`src/rtl/gemm_pkg.sv`:
```
// Shared GEMM constants, the ofmap drain FSM encoding and a row byte-sum helper.
package gemm_pkg;

    localparam int DATA_WIDTH      = 8;
    localparam int PE_SIZE         = 14;
    localparam int MEM2_DATA_WIDTH = DATA_WIDTH * PE_SIZE;
    localparam int MEM2_DEPTH      = 896;
    localparam int MEM2_ADDR_WIDTH = 10;

    // skid entry = row data plus its last flag in the MSB
    localparam int DRAIN_ENTRY_W   = MEM2_DATA_WIDTH + 1;

    localparam logic [MEM2_ADDR_WIDTH-1:0] MEM2_LAST_ADDR = MEM2_ADDR_WIDTH'(MEM2_DEPTH - 1);

    typedef logic [MEM2_DATA_WIDTH-1:0] mem2_row_t;

    typedef enum logic [1:0] {
        DRAIN_IDLE  = 2'd0,
        DRAIN_RUN   = 2'd1,
        DRAIN_FLUSH = 2'd2,
        DRAIN_DONE  = 2'd3
    } drain_state_e;

    // unsigned sum of all bytes of one row
    function automatic logic [31:0] row_byte_sum(input mem2_row_t row);
        logic [31:0] s;
        s = '0;
        for (int k = 0; k < PE_SIZE; k++) begin
            s = s + 32'(row[k*DATA_WIDTH +: DATA_WIDTH]);
        end
        return s;
    endfunction

endpackage

```
`src/rtl/drain_skid_fifo.sv`:
```
// Two-entry FIFO that absorbs the BRAM read latency and stream backpressure.
// Head entry is never overwritten while it is waiting to be popped.
module drain_skid_fifo
    import gemm_pkg::*;
#(
    parameter int W = DRAIN_ENTRY_W
) (
    input  logic         clk,
    input  logic         rst,
    input  logic         push_i,
    input  logic [W-1:0] push_data_i,
    input  logic         pop_i,
    output logic [W-1:0] head_o,
    output logic         empty_o,
    output logic [1:0]   occ_o
);

    logic [W-1:0] ent0_q, ent0_d, ent1_q, ent1_d;
    logic         wr_ptr_q, wr_ptr_d, rd_ptr_q, rd_ptr_d;
    logic [1:0]   occ_q, occ_d;
    logic         do_push, do_pop;

    // pointer/occupancy update; push into a full FIFO only when a pop frees a slot
    always_comb begin
        do_pop   = pop_i && (occ_q != 2'd0);
        do_push  = push_i && ((occ_q != 2'd2) || do_pop);
        ent0_d   = ent0_q;
        ent1_d   = ent1_q;
        wr_ptr_d = wr_ptr_q;
        rd_ptr_d = rd_ptr_q;
        if (do_push) begin
            if (wr_ptr_q) ent1_d = push_data_i;
            else          ent0_d = push_data_i;
            wr_ptr_d = ~wr_ptr_q;
        end
        if (do_pop) rd_ptr_d = ~rd_ptr_q;
        occ_d = occ_q + 2'(do_push) - 2'(do_pop);
    end

    // storage and pointers, cleared on reset so the stream reads zero
    always_ff @(posedge clk) begin
        if (rst) begin
            ent0_q   <= '0;
            ent1_q   <= '0;
            wr_ptr_q <= 1'b0;
            rd_ptr_q <= 1'b0;
            occ_q    <= 2'd0;
        end else begin
            ent0_q   <= ent0_d;
            ent1_q   <= ent1_d;
            wr_ptr_q <= wr_ptr_d;
            rd_ptr_q <= rd_ptr_d;
            occ_q    <= occ_d;
        end
    end

    assign head_o  = rd_ptr_q ? ent1_q : ent0_q;
    assign empty_o = (occ_q == 2'd0);
    assign occ_o   = occ_q;

endmodule

```
`src/rtl/ofmap_drain.sv`:
```
// ofmap_drain: sweeps mem2 port 1 from row 0 to the last row after GEMM finishes
// and streams every row on a valid/ready interface.
// Optional feature macro OFMAP_DRAIN_CHECKSUM_EN: byte checksum of sent beats on checksum_o.
module ofmap_drain
    import gemm_pkg::*;
(
    input  logic                       clk,
    input  logic                       rst,
    input  logic                       start_i,
    output logic                       busy_o,
    output logic                       done_o,
    output logic                       mem2_ce1_o,
    output logic                       mem2_we1_o,
    output logic [MEM2_ADDR_WIDTH-1:0] mem2_addr1_o,
    input  logic [MEM2_DATA_WIDTH-1:0] mem2_q1_i,
    output logic                       m_valid_o,
    input  logic                       m_ready_i,
    output logic [MEM2_DATA_WIDTH-1:0] m_data_o,
    output logic                       m_last_o,
    output logic [31:0]                checksum_o
);

    drain_state_e               state_q, state_d;
    logic [MEM2_ADDR_WIDTH-1:0] rd_addr_q, rd_addr_d;
    logic [MEM2_ADDR_WIDTH-1:0] addr_q, addr_d;
    logic                       inflight_q, inflight_d;
    logic                       start_acc, pop, issue;
    logic [1:0]                 occ;
    logic                       fifo_empty;
    logic [2:0]                 slots;
    logic [DRAIN_ENTRY_W-1:0]   head;

    assign start_acc = (state_q == DRAIN_IDLE) && start_i;
    assign pop       = m_valid_o && m_ready_i;
    // entries still claimed after this edge; a read is only issued into a free slot
    assign slots     = 3'(occ) + 3'(inflight_q) - 3'(pop);
    assign issue     = (state_q == DRAIN_RUN) && (slots < 3'd2);

    // FSM state register
    always_ff @(posedge clk) begin
        if (rst) state_q <= DRAIN_IDLE;
        else     state_q <= state_d;
    end

    // FSM next state
    always_comb begin
        state_d = state_q;
        case (state_q)
            DRAIN_IDLE:  if (start_i) state_d = DRAIN_RUN;
            DRAIN_RUN:   if (issue && (rd_addr_q == MEM2_LAST_ADDR)) state_d = DRAIN_FLUSH;
            DRAIN_FLUSH: if (fifo_empty && !inflight_q) state_d = DRAIN_DONE;
            default:     state_d = DRAIN_IDLE;
        endcase
    end

    // FSM outputs
    always_comb begin
        busy_o = (state_q == DRAIN_RUN) || (state_q == DRAIN_FLUSH);
        done_o = (state_q == DRAIN_DONE);
    end

    // read address sweep; stops on the last row so it never wraps
    always_comb begin
        rd_addr_d  = rd_addr_q;
        addr_d     = addr_q;
        inflight_d = issue;
        if (start_acc) begin
            rd_addr_d = '0;
        end else if (issue) begin
            addr_d = rd_addr_q;
            if (rd_addr_q != MEM2_LAST_ADDR) rd_addr_d = rd_addr_q + MEM2_ADDR_WIDTH'(1);
        end
    end

    // registered BRAM port controls; reset also drops any read still in flight
    always_ff @(posedge clk) begin
        if (rst) begin
            rd_addr_q  <= '0;
            addr_q     <= '0;
            inflight_q <= 1'b0;
        end else begin
            rd_addr_q  <= rd_addr_d;
            addr_q     <= addr_d;
            inflight_q <= inflight_d;
        end
    end

    // ce is high exactly while a read is in flight; its data returns next cycle
    assign mem2_ce1_o   = inflight_q;
    assign mem2_we1_o   = 1'b0;
    assign mem2_addr1_o = addr_q;

    drain_skid_fifo #(.W(DRAIN_ENTRY_W)) u_skid (
        .clk         (clk),
        .rst         (rst),
        .push_i      (inflight_q),
        .push_data_i ({addr_q == MEM2_LAST_ADDR, mem2_q1_i}),
        .pop_i       (pop),
        .head_o      (head),
        .empty_o     (fifo_empty),
        .occ_o       (occ)
    );

    assign m_valid_o = !fifo_empty;
    assign m_last_o  = head[MEM2_DATA_WIDTH];
    assign m_data_o  = head[MEM2_DATA_WIDTH-1:0];

`ifdef OFMAP_DRAIN_CHECKSUM_EN
    logic [31:0] checksum_q, checksum_d;

    // running byte sum of handshaked beats, restarted on each accepted start
    always_comb begin
        checksum_d = checksum_q;
        if (start_acc)  checksum_d = '0;
        else if (pop)   checksum_d = checksum_q + row_byte_sum(m_data_o);
    end

    // checksum register
    always_ff @(posedge clk) begin
        if (rst) checksum_q <= '0;
        else     checksum_q <= checksum_d;
    end

    assign checksum_o = checksum_q;
`else
    assign checksum_o = '0;
`endif

endmodule

```
`config.mk`:
```
export PLATFORM = sky130hd
export DESIGN_NAME = ofmap_drain
export DESIGN_NICKNAME = d
export VERILOG_FILES = /design/src/rtl/gemm_pkg.sv /design/src/rtl/drain_skid_fifo.sv /design/src/rtl/ofmap_drain.sv
export SDC_FILE = /design/constraint.sdc
export NUM_CORES = 1
export LEC_CHECK = 0
export BUFFER_PORTS_ARGS = -buffer_cell sky130_fd_sc_hd__buf_2
export CAP_MARGIN = 20
export CORE_AREA = 2 2 192 194
export DETAILED_ROUTE_END_ITERATION = 10
export DIE_AREA = 0 0 194 196
export GPL_TIMING_DRIVEN = 1
export HOLD_SLACK_MARGIN = 0.02
export SYNTH_ARGS = -nofsm -noshare
export SYNTH_HDL_FRONTEND = slang
export SYNTH_SLANG_ARGS = --single-unit
```
`constraint.sdc`:
```
create_clock -name clk -period 9.3 [get_ports clk]
set_clock_uncertainty 0.2 [all_clocks]
set_input_delay 1.395 -clock clk [delete_from_list [all_inputs] [get_ports clk]]
set_output_delay 1.395 -clock clk [all_outputs]
set_load 0.02 [all_outputs]
```
# [After elaboration in Yosys (flattened, before gate mapping)]
# Index checks and enable logic that the tools add are counted.
[classes] n_reduce_logical=20 eq_ne=10 magnitude_cmp=1 bitwise_logic=3 mux=5 n_addsub=5
[op_table] op="$mux 113" count=1
[op_table] op="$eq 10x10->1 const B" count=2
[op_table] op="$add 10x1->10 const B" count=1
[op_table] op="$ne 10x10->1 const B" count=1
[op_table] op="$ne 2x2->1 const B" count=4
[op_table] op="$reduce_and 2->1" count=4
[op_table] op="$logic_and 1x1->1" count=7
[op_table] op="$mux 2" count=3
[op_table] op="$pmux 2 s3" count=1
[op_table] op="$eq 2x2->1 const B" count=2
[op_table] op="$logic_not 2->1" count=2
[op_table] op="$add 2x1->3" count=1
[op_table] op="$lt 3x2->1 const B" count=1
[op_table] op="$not 1->1" count=3
[op_table] op="$reduce_and 3->1" count=1
[op_table] op="$sub 3x1->3" count=1
[op_table] op="$add 2x1->2" count=1
[op_table] op="$eq 2x1->1 const B" count=1
[op_table] op="$logic_not 1->1" count=2
[op_table] op="$logic_or 1x1->1" count=2
[op_table] op="$reduce_bool 2->1" count=1
[op_table] op="$reduce_or 2->1" count=1
[op_table] op="$sub 2x1->2" count=1
[word_totals] reg_bits=253 word_cells=53 input_bits=116 out_inout_bits=160

# [Longest topological paths before layout]
[logic_depth] depth_word=9 ltp_mapped=12 depth_no_buf=10

# [By module]
# Synthesis repeated with hierarchy kept, for this count alone.
[unflattened] hier_cells=1316 hier_area_um2=12380.6
[by_module_without_submodules] module="drain_skid_fifo" n_inst=1 cells_per_inst=1145 area_each_um2=10876.7
[by_module_without_submodules] module="ofmap_drain" n_inst=1 cells_per_inst=171 area_each_um2=1503.9

# [Worst setup path after synthesis]
# Ideal clock, no wire load.
[synth_path] kind="input-to-reg" from="input port m_ready_i" to="register rd_addr_q[8]" stages=9 path_buffers=0 arrival_ns=3.492 setup_slack_ns=5.538 path_cell_list="and2_1 ha_1 inv_1 nand2_1 fa_1 nand2_1 nor3_1 or4b_2 a21oi_1"
[synth_via] elab_chain_cells=5
[synth_rtl] item="start: declaration" line_no="ofmap_drain.sv:17" text="input logic m_ready_i,"
[synth_rtl] item="$logic_and 1x1->1" line_no="ofmap_drain.sv:34" text="assign pop = m_valid_o && m_ready_i;"
[synth_rtl] item="$sub 3x1->3" line_no="ofmap_drain.sv:36" text="assign slots = 3'(occ) + 3'(inflight_q) - 3'(pop);"
[synth_rtl] item="$lt 3x2->1" line_no="ofmap_drain.sv:37" text="assign issue = (state_q == DRAIN_RUN) && (slots < 3'd2);"
[synth_rtl] item="$logic_and 1x1->1" line_no="ofmap_drain.sv:37"
[synth_rtl] item="$reduce_and 2->1 (no line)"
[synth_rtl] item="end signal: assignment" line_no="ofmap_drain.sv:82" text="rd_addr_q <= rd_addr_d;"
[synth_rtl] item="end: declaration" line_no="ofmap_drain.sv:24" text="logic [MEM2_ADDR_WIDTH-1:0] rd_addr_q, rd_addr_d;"
# Every way passes these cells.
# A chain may end at the register's enable or synchronous reset.

# [Worst setup path after layout]
[layout_path] from="register u_skid.rd_ptr_q" to="output port m_data_o[55]"
[layout_via] elab_chain_cells=1
[layout_rtl] item="start: declaration" line_no="drain_skid_fifo.sv:19" text="logic wr_ptr_q, wr_ptr_d, rd_ptr_q, rd_ptr_d;"
[layout_rtl] item="start signal: assignment" line_no="drain_skid_fifo.sv:52" text="rd_ptr_q <= rd_ptr_d;"
[layout_rtl] item="$mux 113" line_no="drain_skid_fifo.sv:57" text="assign head_o = rd_ptr_q ? ent1_q : ent0_q;"
[layout_rtl] item="end: declaration" line_no="ofmap_drain.sv:18" text="output logic [MEM2_DATA_WIDTH-1:0] m_data_o,"
# Every way passes these cells.

==> results.tsv <==
metric	value	unit
CTS tree	built	
Mapped Cells	1298	
share of post-route cells with drive strength above 1	28.2	%
RR Endpoint	mem2_addr1_o[7]	
Yosys top cell by area	dfxtp_1	
DRC viols	0	
top-count cell post-synth	nand2_1	
Routed WL	29100	microns
fill count	3749	
final setup violation count	0	
Area after DPL	0.0120	sq mm
CP top delay family	buffers and inverters	
finished layout cell area	0.0131	sq mm
total core area	0.0361	sq mm
port buffer count	242	
fin crit period	4530	ps
maximum vdd drop	0.000196	V
Setup TNS	0	ps
Levels on crit path	3	
most frequent cells after synthesis	nand2_1 (459), dfxtp_1 (253), a21oi_1 (233)	
ranking of synthesized cells by area	dfxtp_1 (47%), nand2_1 (16%), mux2_2 (12%), a21oi_1 (11%), buf_4 (2.9%)	
met3 Use GR	4.30	%
CTS Hold Buffers Added	0	
post-cts resize count	0	
worst relative slew slack	31.0	%
FF-to-FF setup slack	5800	ps
Min-Delay Path Class	flop to flop	
Hold Vio Cnt, Final	0	
crit path cell chain	buf_4 > mux2_2 > buf_2	
RSZ-0062 raised after global routing	no	
CP Max Fanout	59	
Slowest-stage cell, CP	dfxtp_4	
Fmax	221	MHz
Syn. warnings	0	
leakage power	5.24	nW
reg-to-reg startpoint	u_skid.occ_o[1]	
max_cap viols	0	
drt via density	4.61	
initial antenna violation count	5	
crit path DAT	2940	ps
worst path bufs/invs	2	
Core Rows	70	
Tcrit/Tclk final	48.7	%
Seq/Total Area, Yosys	47.4	%
Clock transition at path regs	60	ps
GRT Total Usage	14.8	%
Sw Pwr	0.00106	W
die height	196	microns
routed len/inst	14.7	microns
Most used DFF post-synth	dfxtp_1	
clock share of power	36.2	%
reg2reg path depth	10	
EDFF count, synth	0	
# clock sinks	253	
Max clock buf depth	3	
die area	0.0380	sq mm
pwr dens	253	mW/mm^2
HPWL after DPL	17600	microns
num ports	276	
internal power	0.00223	W
largest net degree at the start of global routing	87	
fin. max-slew vios	0	
met2 usage	26.3	%
total grt overflow	0	
status	finished clean	
nets@finish	1609	
TritonCTS Buffers	29	
synthesized flop and latch total	253	
Setup CP Type	flop to output port	
Combinational Power Share	24.9	%
Worst Setup SP	u_skid.rd_ptr_q	
Post-CTS Setup Inserts	0	
total iterations of the first detailed-routing run	5	
clk_lat worst skew	550	ps
vias in the first global route	9064	
CP peak stage delay	950	ps
M1 GR Usage	17.5	%
GP Congestion	0.769	
first-pass GRT wire length	46500	microns
WP data required	7710	ps
critical path endpoint	m_data_o[55]	
Worst-Margin Slew	1030	ps
Clock Tree Root	clkbuf_16	
Post-Syn Area	0.0107	sq mm
syn avg cell area	8.24	sq um
Netlist cell types	48	
H-tree Lvls	1	
switching part of the total	32.3	%
Die Wd	194	microns
via count	9115	
gr busiest metal	met2	
endpoint class of the critical path	output port	
async set or reset register ratio after synthesis	0	%
startpoint types	flop	
Starting Density	29.6	%
First DRT Iteration DRCs	372	
Area Overhead vs Synth	22.1	%
Routed Antenna Nets	0	
Design Power	0.00330	W
Sequential Power Share	38.8	%
Yosys top cell area share	47.4	%
-- flip-flops by register name (all words and copies together), names as in the netlist, 2 cells and up --
register and cells:
rd_addr_q 10, u_skid.ent1_q 113, mem2_addr1_o 10, u_skid.occ_o 2
state_q 2, u_skid.ent0_q 113
-- cell usage in the layout (no fill, tap or decap), types with 2 or more instances in the layout --
| master | instances |
|---|---|
| and3_1 | 2 |
| bufinv_16 | 4 |
| inv_6 | 2 |
| clkbuf_8 | 7 |
| or3_1 | 2 |
| buf_4 | 8 |
| o41ai_1 | 2 |
| buf_2 | 241 |
| a31oi_1 | 3 |
| clkbuf_16 | 29 |
| clkinv_2 | 5 |
| nand2b_1 | 2 |
| clkbuf_1 | 6 |
| xnor2_1 | 3 |
| nor2_1 | 20 |
| o31ai_1 | 3 |
| nand4_1 | 2 |
| inv_1 | 10 |
| o21ai_0 | 4 |
| conb_1 | 33 |
| a21oi_1 | 233 |
| diode_2 | 4 |
| nand3_1 | 7 |
| dfxtp_1 | 252 |
| or4_1 | 2 |
| nand2_1 | 459 |
| mux2i_1 | 12 |
| mux2_2 | 113 |
| ha_1 | 9 |
| nor3_1 | 3 |
| a41o_2 | 2 |
-- layout make-up --
type	count	area [sq um]	area share, %
Antenna cell	4	10.0	0.0767
Clock buffer	42	845	6.47
Clock inverter	11	163	1.25
Inverter	10	37.5	0.288
Multi-Input combinational cell	939	5070	38.8
Sequential cell	253	5070	38.8
Tap cell	468	586	4.49
Timing Repair Buffer	250	1280	9.79
-- layer usage --
| layer | part of all wire (%) | routed length, microns |
|---|---|---|
| met5 | 0.038 | 11 |
| met1 | 42 | 12300 |
| met2 | 49 | 14200 |
| met3 | 7.0 | 2020 |
| met4 | 2.1 | 604 |
-- power groups by stage --
stage	combinational (W)	sequential (W)	clock, W
5_1_grt	0.000911	0.00130	0.00127
2_1_floorplan	0.000644	0.00125	0
3_3_place_gp	0.000823	0.00130	0
4_1_cts	0.000837	0.00128	0.00123
3_5_place_dp	0.000835	0.00131	0
6_report	0.000822	0.00128	0.00119
-- kinds of logic (layout without fill, tap and decap cells) --
logic type / Yosys count / count (layout) / share of synthesized area, %
buffers and inverters: 138 / 313 / 6.66
flip-flops: 253 / 253 / 47.4
adder cells (fa/ha/maj): 10 / 10 / 1.24
AND/OR/NAND/NOR: 513 / 513 / 18.9
XOR/XNOR: 4 / 4 / 0.328
multiplexers: 126 / 126 / 13.2
AO/OA/AOI/OAI: 253 / 253 / 12.3
other: 1 / 37 / 0.0351
-- how the worst min path moves through the flow --
stage	end	start	slack [ps]	cells after the start
CTS	u_skid.ent0_q[27]	u_skid.ent0_q[27]	250	2
detailed placement	u_skid.ent0_q[27]	u_skid.ent0_q[27]	240	2
finish	u_skid.ent0_q[111]	u_skid.ent0_q[111]	250	2
global route	u_skid.ent0_q[5]	u_skid.ent0_q[5]	270	2
global placement	u_skid.ent1_q[24]	u_skid.ent1_q[24]	240	2
floorplan	u_skid.ent1_q[0]	u_skid.ent1_q[0]	230	2
-- worst reg2reg max path: cells and delay by family, from the launching register on --
kind | cells | cell delay (ps)
flip-flops | 1 | 400
multiplexers | 1 | 290
adder cells (fa/ha/maj) | 2 | 810
buffers and inverters | 1 | 70
AO/OA/AOI/OAI | 1 | 860
AND/OR/NAND/NOR | 5 | 740
-- through the flow --
step                      utilization, %  hold WS, ps  instances  worst slack, ps
after floorplan                        -          233       1330             5540
after global placement              33.4          238       1920             5090
after detailed placement            33.4          244       1920             5040
after CTS                           36.2          252       1973             4670
after global routing                36.2          266       1976             4610
final                               36.2          251       1977             4770
(Power assumes the default switching activity.)
